$ cat config.mk
export PLATFORM = sky130hd
export DESIGN_NAME = multicycle_ctrl_fsm_flat
export DESIGN_NICKNAME = d
export VERILOG_FILES = /design/src/rtl/multicycle_ctrl_fsm_if.sv /design/src/rtl/multicycle_ctrl_fsm.sv /design/src/flat_wrapper.sv
export SDC_FILE = /design/constraint.sdc
export NUM_CORES = 1
export LEC_CHECK = 0
export CELL_PAD_IN_SITES_DETAIL_PLACEMENT = 0
export CELL_PAD_IN_SITES_GLOBAL_PLACEMENT = 2
export CORE_ASPECT_RATIO = 1.2
export CORE_MARGIN = 2
export CORE_UTILIZATION = 22
export CTS_CLUSTER_SIZE = 28
export DETAILED_ROUTE_END_ITERATION = 16
export PLACE_DENSITY = 0.8
export SYNTH_ARGS = -nofsm -noshare
export SYNTH_HDL_FRONTEND = slang
export SYNTH_SLANG_ARGS = --single-unit
$ cat constraint.sdc
create_clock -name clk -period 1.87 [get_ports clk]
set_clock_uncertainty 0.1 [all_clocks]
set_input_delay 0.2805 -clock clk [delete_from_list [all_inputs] [get_ports clk]]
set_output_delay 0.2805 -clock clk [all_outputs]
set_load 0.005 [all_outputs]
$ cat src/rtl/multicycle_ctrl_fsm_if.sv
// Control bundle between the multicycle MIPS control FSM and its datapath.
// master = control FSM, slave = datapath/memory side.
interface multicycle_ctrl_fsm_if;
   logic [5:0] opcode;
   logic [5:0] funct;
   logic       zero;
   logic       mem_ready;
   logic       halt;
   logic       mem_req;
   logic       IorD;
   logic       MemWrite;
   logic       IRWrite;
   logic       RegDst;
   logic       MemtoReg;
   logic       RegWrite;
   logic       ALUSrcA;
   logic [1:0] ALUSrcB;
   logic [2:0] ALUControl;
   logic [1:0] PCSrc;
   logic       pc_en;
   logic       instr_done;
   logic       illegal_op;
   logic       mem_timeout;

   modport master (
      input  opcode, funct, zero, mem_ready, halt,
      output mem_req, IorD, MemWrite, IRWrite, RegDst, MemtoReg,
      output RegWrite, ALUSrcA, ALUSrcB, ALUControl, PCSrc,
      output pc_en, instr_done, illegal_op, mem_timeout
   );

   modport slave (
      output opcode, funct, zero, mem_ready, halt,
      input  mem_req, IorD, MemWrite, IRWrite, RegDst, MemtoReg,
      input  RegWrite, ALUSrcA, ALUSrcB, ALUControl, PCSrc,
      input  pc_en, instr_done, illegal_op, mem_timeout
   );
endinterface

$ cat src/rtl/multicycle_ctrl_fsm.sv
// Moore control FSM for a multicycle MIPS datapath with a shared memory
// and a watchdog that traps into ERROR when memory never answers.
module multicycle_ctrl_fsm #(
   parameter int TIMEOUT_CYCLES = 255
) (
   input logic                  clk,
   input logic                  rst,
   multicycle_ctrl_fsm_if.master bus
);
   localparam int CW = $clog2(TIMEOUT_CYCLES + 1);

   typedef enum logic [3:0] {
      FETCH, DECODE, MEMADR, MEMRD, MEMWB, MEMWR, EXEC,
      ALUWB, BRANCH, ADDIEX, ADDIWB, JUMP, ERROR
   } state_e;

   state_e        state_q, state_d;
   logic [CW-1:0] cnt_q, cnt_d;

   logic       is_r, is_lw, is_sw, is_beq, is_addi, is_j;
   logic       r_ok;
   logic [2:0] r_alu;
   logic       req, stall, expired;
   logic       pcwrite, branch;

   assign is_r    = bus.opcode == 6'b000000;
   assign is_lw   = bus.opcode == 6'b100011;
   assign is_sw   = bus.opcode == 6'b101011;
   assign is_beq  = bus.opcode == 6'b000100;
   assign is_addi = bus.opcode == 6'b001000;
   assign is_j    = bus.opcode == 6'b000010;

   always_comb begin
      r_ok  = 1'b1;
      r_alu = 3'b000;
      case (bus.funct)
         6'b100000: r_alu = 3'b010;
         6'b100010: r_alu = 3'b110;
         6'b100100: r_alu = 3'b000;
         6'b100101: r_alu = 3'b001;
         6'b101010: r_alu = 3'b111;
         default:   r_ok  = 1'b0;
      endcase
   end

   // Watchdog only runs while a request is outstanding and unanswered;
   // a ready on the last allowed cycle still completes the access.
   assign req = (state_q == FETCH && !bus.halt) ||
                state_q == MEMRD || state_q == MEMWR;
   assign stall   = req && !bus.mem_ready;
   assign expired = stall && (cnt_q == CW'(TIMEOUT_CYCLES - 1));

   always_comb begin
      cnt_d   = stall ? cnt_q + CW'(1) : '0;
      state_d = state_q;
      unique case (state_q)
         FETCH:  if (req && bus.mem_ready) state_d = DECODE;
         DECODE: begin
            unique case (1'b1)
               is_lw, is_sw:  state_d = MEMADR;
               is_r && r_ok:  state_d = EXEC;
               is_beq:        state_d = BRANCH;
               is_addi:       state_d = ADDIEX;
               is_j:          state_d = JUMP;
               default:       state_d = FETCH;
            endcase
         end
         MEMADR: state_d = is_lw ? MEMRD : (is_sw ? MEMWR : FETCH);
         MEMRD:  if (bus.mem_ready) state_d = MEMWB;
         MEMWR:  if (bus.mem_ready) state_d = FETCH;
         EXEC:   state_d = ALUWB;
         ADDIEX: state_d = ADDIWB;
         ERROR:  state_d = ERROR;
         default: state_d = FETCH;
      endcase
      if (expired) state_d = ERROR;
   end

   always_ff @(posedge clk) begin
      if (rst) begin
         state_q <= FETCH;
         cnt_q   <= '0;
      end else begin
         state_q <= state_d;
         cnt_q   <= cnt_d;
      end
   end

   always_comb begin
      bus.mem_req     = 1'b0;
      bus.IorD        = 1'b0;
      bus.MemWrite    = 1'b0;
      bus.IRWrite     = 1'b0;
      bus.RegDst      = 1'b0;
      bus.MemtoReg    = 1'b0;
      bus.RegWrite    = 1'b0;
      bus.ALUSrcA     = 1'b0;
      bus.ALUSrcB     = 2'b00;
      bus.ALUControl  = 3'b000;
      bus.PCSrc       = 2'b00;
      bus.instr_done  = 1'b0;
      bus.illegal_op  = 1'b0;
      bus.mem_timeout = 1'b0;
      pcwrite         = 1'b0;
      branch          = 1'b0;
      if (!rst) begin
         unique case (state_q)
            FETCH: if (!bus.halt) begin
               bus.mem_req    = 1'b1;
               bus.ALUSrcB    = 2'b01;
               bus.ALUControl = 3'b010;
               bus.IRWrite    = bus.mem_ready;
               pcwrite        = bus.mem_ready;
            end
            DECODE: begin
               bus.ALUSrcB    = 2'b11;
               bus.ALUControl = 3'b010;
               bus.illegal_op = !(is_lw || is_sw || is_beq ||
                                  is_addi || is_j || (is_r && r_ok));
            end
            MEMADR, ADDIEX: begin
               bus.ALUSrcA    = 1'b1;
               bus.ALUSrcB    = 2'b10;
               bus.ALUControl = 3'b010;
            end
            MEMRD: begin
               bus.mem_req = 1'b1;
               bus.IorD    = 1'b1;
            end
            MEMWB: begin
               bus.MemtoReg   = 1'b1;
               bus.RegWrite   = 1'b1;
               bus.instr_done = 1'b1;
            end
            MEMWR: begin
               bus.mem_req    = 1'b1;
               bus.IorD       = 1'b1;
               bus.MemWrite   = 1'b1;
               bus.instr_done = bus.mem_ready;
            end
            EXEC: begin
               bus.ALUSrcA    = 1'b1;
               bus.ALUControl = r_alu;
            end
            ALUWB: begin
               bus.RegDst     = 1'b1;
               bus.RegWrite   = 1'b1;
               bus.instr_done = 1'b1;
            end
            BRANCH: begin
               bus.ALUSrcA    = 1'b1;
               bus.ALUControl = 3'b110;
               bus.PCSrc      = 2'b01;
               branch         = 1'b1;
               bus.instr_done = 1'b1;
            end
            ADDIWB: begin
               bus.RegWrite   = 1'b1;
               bus.instr_done = 1'b1;
            end
            JUMP: begin
               bus.PCSrc      = 2'b10;
               pcwrite        = 1'b1;
               bus.instr_done = 1'b1;
            end
            ERROR: bus.mem_timeout = 1'b1;
            default: ;
         endcase
      end
      bus.pc_en = pcwrite | (branch & bus.zero);
   end
endmodule
$ cat src/flat_wrapper.sv
// flat-port wrapper written by rule: the top's interface ports become plain ports
module multicycle_ctrl_fsm_flat 
#(
   parameter int TIMEOUT_CYCLES = 255
)
  (clk, rst, bus_opcode, bus_funct, bus_zero, bus_mem_ready, bus_halt, bus_mem_req, bus_IorD, bus_MemWrite, bus_IRWrite, bus_RegDst, bus_MemtoReg, bus_RegWrite, bus_ALUSrcA, bus_ALUSrcB, bus_ALUControl, bus_PCSrc, bus_pc_en, bus_instr_done, bus_illegal_op, bus_mem_timeout);
  multicycle_ctrl_fsm_if bus_i ();
  input logic clk;
  input logic rst;
  input wire logic [$bits(bus_i.opcode)-1:0] bus_opcode;
  input wire logic [$bits(bus_i.funct)-1:0] bus_funct;
  input wire logic [$bits(bus_i.zero)-1:0] bus_zero;
  input wire logic [$bits(bus_i.mem_ready)-1:0] bus_mem_ready;
  input wire logic [$bits(bus_i.halt)-1:0] bus_halt;
  output wire logic [$bits(bus_i.mem_req)-1:0] bus_mem_req;
  output wire logic [$bits(bus_i.IorD)-1:0] bus_IorD;
  output wire logic [$bits(bus_i.MemWrite)-1:0] bus_MemWrite;
  output wire logic [$bits(bus_i.IRWrite)-1:0] bus_IRWrite;
  output wire logic [$bits(bus_i.RegDst)-1:0] bus_RegDst;
  output wire logic [$bits(bus_i.MemtoReg)-1:0] bus_MemtoReg;
  output wire logic [$bits(bus_i.RegWrite)-1:0] bus_RegWrite;
  output wire logic [$bits(bus_i.ALUSrcA)-1:0] bus_ALUSrcA;
  output wire logic [$bits(bus_i.ALUSrcB)-1:0] bus_ALUSrcB;
  output wire logic [$bits(bus_i.ALUControl)-1:0] bus_ALUControl;
  output wire logic [$bits(bus_i.PCSrc)-1:0] bus_PCSrc;
  output wire logic [$bits(bus_i.pc_en)-1:0] bus_pc_en;
  output wire logic [$bits(bus_i.instr_done)-1:0] bus_instr_done;
  output wire logic [$bits(bus_i.illegal_op)-1:0] bus_illegal_op;
  output wire logic [$bits(bus_i.mem_timeout)-1:0] bus_mem_timeout;
  assign bus_i.opcode = bus_opcode;
  assign bus_i.funct = bus_funct;
  assign bus_i.zero = bus_zero;
  assign bus_i.mem_ready = bus_mem_ready;
  assign bus_i.halt = bus_halt;
  assign bus_mem_req = bus_i.mem_req;
  assign bus_IorD = bus_i.IorD;
  assign bus_MemWrite = bus_i.MemWrite;
  assign bus_IRWrite = bus_i.IRWrite;
  assign bus_RegDst = bus_i.RegDst;
  assign bus_MemtoReg = bus_i.MemtoReg;
  assign bus_RegWrite = bus_i.RegWrite;
  assign bus_ALUSrcA = bus_i.ALUSrcA;
  assign bus_ALUSrcB = bus_i.ALUSrcB;
  assign bus_ALUControl = bus_i.ALUControl;
  assign bus_PCSrc = bus_i.PCSrc;
  assign bus_pc_en = bus_i.pc_en;
  assign bus_instr_done = bus_i.instr_done;
  assign bus_illegal_op = bus_i.illegal_op;
  assign bus_mem_timeout = bus_i.mem_timeout;
  multicycle_ctrl_fsm #(.TIMEOUT_CYCLES(TIMEOUT_CYCLES)) u_core (.clk(clk), .rst(rst), .bus(bus_i));
endmodule
==> flow_metrics.py <==
metrics = {
    "drt": {
        "drc_errors": 0,
        "vias_per_cell": 4.98,
        "ant_nets": 0,
        "wirelength_um": 4390,
        "drt_iter0_markers": 88,
        "firstDrtPassIters": 4,
        "wl_per_cell_um": 13.5,
        "vias": 1618,
    },
    "pwr": {
        "leakage_nw": 0.985,
        "vdd_drop_max_mv": 0.322,
        "power_density_nw_per_um2": 349,
    },
    "die": {
        "die_y_um": 83.6,
        "rows": 29,
        "ios": 36,
        "die_x_um": 70.4,
        "die_area_sq_um": 5880,
        "core_sq_um": 5190,
        "initial_core_util_pct": 22.4,
    },
    "yosys": {
        "ys_ff_latch": 12,
        "synthTopCellsByArea": "dfxtp_1 21%, nor2_1 8.4%, nor3_1 5.6%, nor2b_1 4.3%, nand2_1 4.2%",
        "yosys-top-cells-count": "26 x nor2_1, 13 x nand2_1, 13 x nor3_1",
        "synthesis.nets": 189,
        "syn_area_sq_um": 1160,
        "async_flop_share_pct": 0,
        "syn_inst": 170,
        "synth_edf_count": 0,
        "ys.flop_type": "dfxtp_1",
        "yosys.area.top_type_share_pct": 20.7,
        "synth-seq-area-share_pct": 20.7,
        "avgSynthCellArea_sq_um": 6.84,
        "synth.most_common_cell": "nor2_1",
        "yosys.area.top_type": "dfxtp_1",
        "synth_warnings": 0,
        "yosysUniqueCellTypes": 45,
    },
    "cts": {
        "cts_buffers": 3,
        "cts_htree_levels": 1,
        "ctsHoldBuffers": 0,
        "clockBufferDepth": 2,
        "clk_latency_ns": 0.24,
        "path_clk_slew_ns": 0.05,
        "root_buffer": "clkbuf_8",
        "cts.sinks": 12,
        "cts_tree": "yes",
    },
    "sta": {
        "slew_headroom_pct": 78.4,
        "setup_violations": 14,
        "finalMaxSlewViolations": 0,
        "hold_ws_ns": 0.385,
        "grt_setup_unrepaired": "true",
        "finalCritPeriodShare_pct": 106,
        "hold_viol": 0,
        "fmax_mhz": 504,
        "period_needed_ns": 1.98,
        "layout_setup_ws_ns": -0.113,
        "worst_pin_slew_ns": 0.323,
    },
    "place": {
        "io_buffers": 35,
        "dp_hpwl_um": 3070,
        "post-place-ws_ns": -0.690,
        "globalplace.congestion": 0.825,
    },
    "setup_path": {
        "critical_path_peak_fanout": 5,
        "cp_data_required_time_ns": 1.49,
        "crit_type": "flop to primary output",
        "start_kind": "flop",
        "arrival_ns": 1.60,
        "crit_path_end_kind": "primary output",
        "reg2regPathDepth": 7,
    },
    "worst_hold_path": {
        "holdCritPathClass": "flop to flop",
        "min_path_cells": 1,
    },
    "final_layout": {
        "layout-drive-gt1-share_pct": 49.8,
        "fillers": 552,
        "antennaDiodeCount": 0,
        "seq_area_sq_um": 255,
        "multi_input_area_sq_um": 1070,
        "finalNetCount": 283,
        "areaGrowthSynthToFinish_pct": 98.7,
    },
    "global_route": {
        "grt_usage_pct": 14.6,
        "antenna_found_initial": 0,
        "grt_pass1_wl_um": 7200,
        "grt-ovfl-total": 0,
        "grt_max_degree": 16,
        "grt_pass1_vias": 1573,
    },
    "status": {
        "status": "finished with violations",
        "violations": "setup timing",
    },
    "run": {
        "cap_viol_max_count": 0,
    },
}
## metal layers
layer  wire length, um  part of all wire [%]  global-route usage, %
met1              1780                    40                   18.3
met2              2310                    53                   26.8
met3               213                   4.9                  0.966
met4                85                   1.9                   3.67
met5                 0                     0                      0
## layout by cell type (no fill, tap or decap), types with 3 or more instances in the layout
cell type | netlist | layout
buf_4 | 0 | 50
nor2_1 | 26 | 15
buf_6 | 1 | 15
buf_2 | 0 | 14
nand2_1 | 13 | 11
dlygate4sd2_1 | 0 | 11
nor2_2 | 0 | 8
dfxtp_1 | 12 | 8
nand2b_1 | 7 | 7
a21oi_1 | 9 | 7
nor3_2 | 0 | 7
nor3_1 | 13 | 5
nor2b_1 | 8 | 5
xor2_1 | 5 | 5
a31oi_1 | 4 | 4
o21ai_0 | 6 | 4
nand3_1 | 5 | 4
clkbuf_8 | 0 | 4
clkdlybuf4s50_1 | 0 | 4
dfxtp_4 | 0 | 4
nor2_4 | 0 | 3
nor2b_4 | 0 | 3
a21oi_2 | 1 | 3
xnor2_1 | 3 | 3
buf_12 | 0 | 3
## layout make-up
type,instances,area share [%]
clock buffers,4,2.38
inverters,1,0.163
multi-input cells,145,46.4
flip-flops and latches,12,11.1
well taps,62,3.36
repair buffers,101,36.6
## power by group
group,leakage [nW],switching (mW),internal [mW]
Clock,0.0288,0.0946,0.186
Combinational,0.856,0.118,0.148
Sequential,0.100,0.00453,0.255
Total,0.985,0.217,0.589
## through the flow
| step | area, sq um | instances | power (mW) | util (%) | TNS, ns |
|---|---|---|---|---|---|
| after floorplan | 1160 | 170 | 0.348 | - | 0 |
| after global placement | 1890 | 302 | 0.484 | 36.4 | -7.40 |
| after detailed placement | 1890 | 302 | 0.484 | 36.4 | -7.89 |
| after CTS | 2200 | 322 | 0.795 | 42.5 | -0.529 |
| after global routing | 2310 | 325 | 0.854 | 44.5 | -2.04 |
| final | 2310 | 325 | 0.806 | 44.5 | -0.523 |
## flip-flops by register name (all words and copies together), names as in the netlist
| register | count |
|---|---|
| u_core.state_q | 4 |
| u_core.cnt_q | 8 |
## worst max-delay path, cell delays in order, from the launching register on
cell	delay, ns
dfxtp_4	0.36
buf_6	0.12
nor2_4	0.10
nand3_2	0.09
nor3b_2	0.20
buf_4	0.14
buf_6	0.08
a32oi_1	0.07
nor2_1	0.09
buf_2	0.11
## kinds of logic after synthesis
group,Yosys count,share of synthesized area [%]
AOI/OAI and AO/OA,37,21.0
xor gates and xnor gates,8,6.03
adders and majority gates,2,2.15
buffers and inverters,13,4.84
DFF,12,20.7
muxes,1,0.861
and+or+nand+nor,97,44.5
## repair_timing
action / in CTS / in global routing
pin swaps: 32 / 17
buffers inserted: 18 / 3
endpoints found under the setup margin: 31 / 25
resized for setup: 135 / 29
## path summary, 6_finish.rpt
path,from,end,slack [ns]
max reg2reg,u_core.state_q[0]$_SDFFE_PP0P_,u_core.cnt_q[7]$_SDFF_PP0_,-0.04
max,u_core.state_q[3]$_SDFFE_PP0P_,bus_ALUControl[1],-0.11
min reg2reg,u_core.cnt_q[0]$_SDFF_PP0_,u_core.cnt_q[0]$_SDFF_PP0_,0.39
min,u_core.cnt_q[0]$_SDFF_PP0_,u_core.cnt_q[0]$_SDFF_PP0_,0.39
Note: power is estimated with default switching activity, not from simulation.
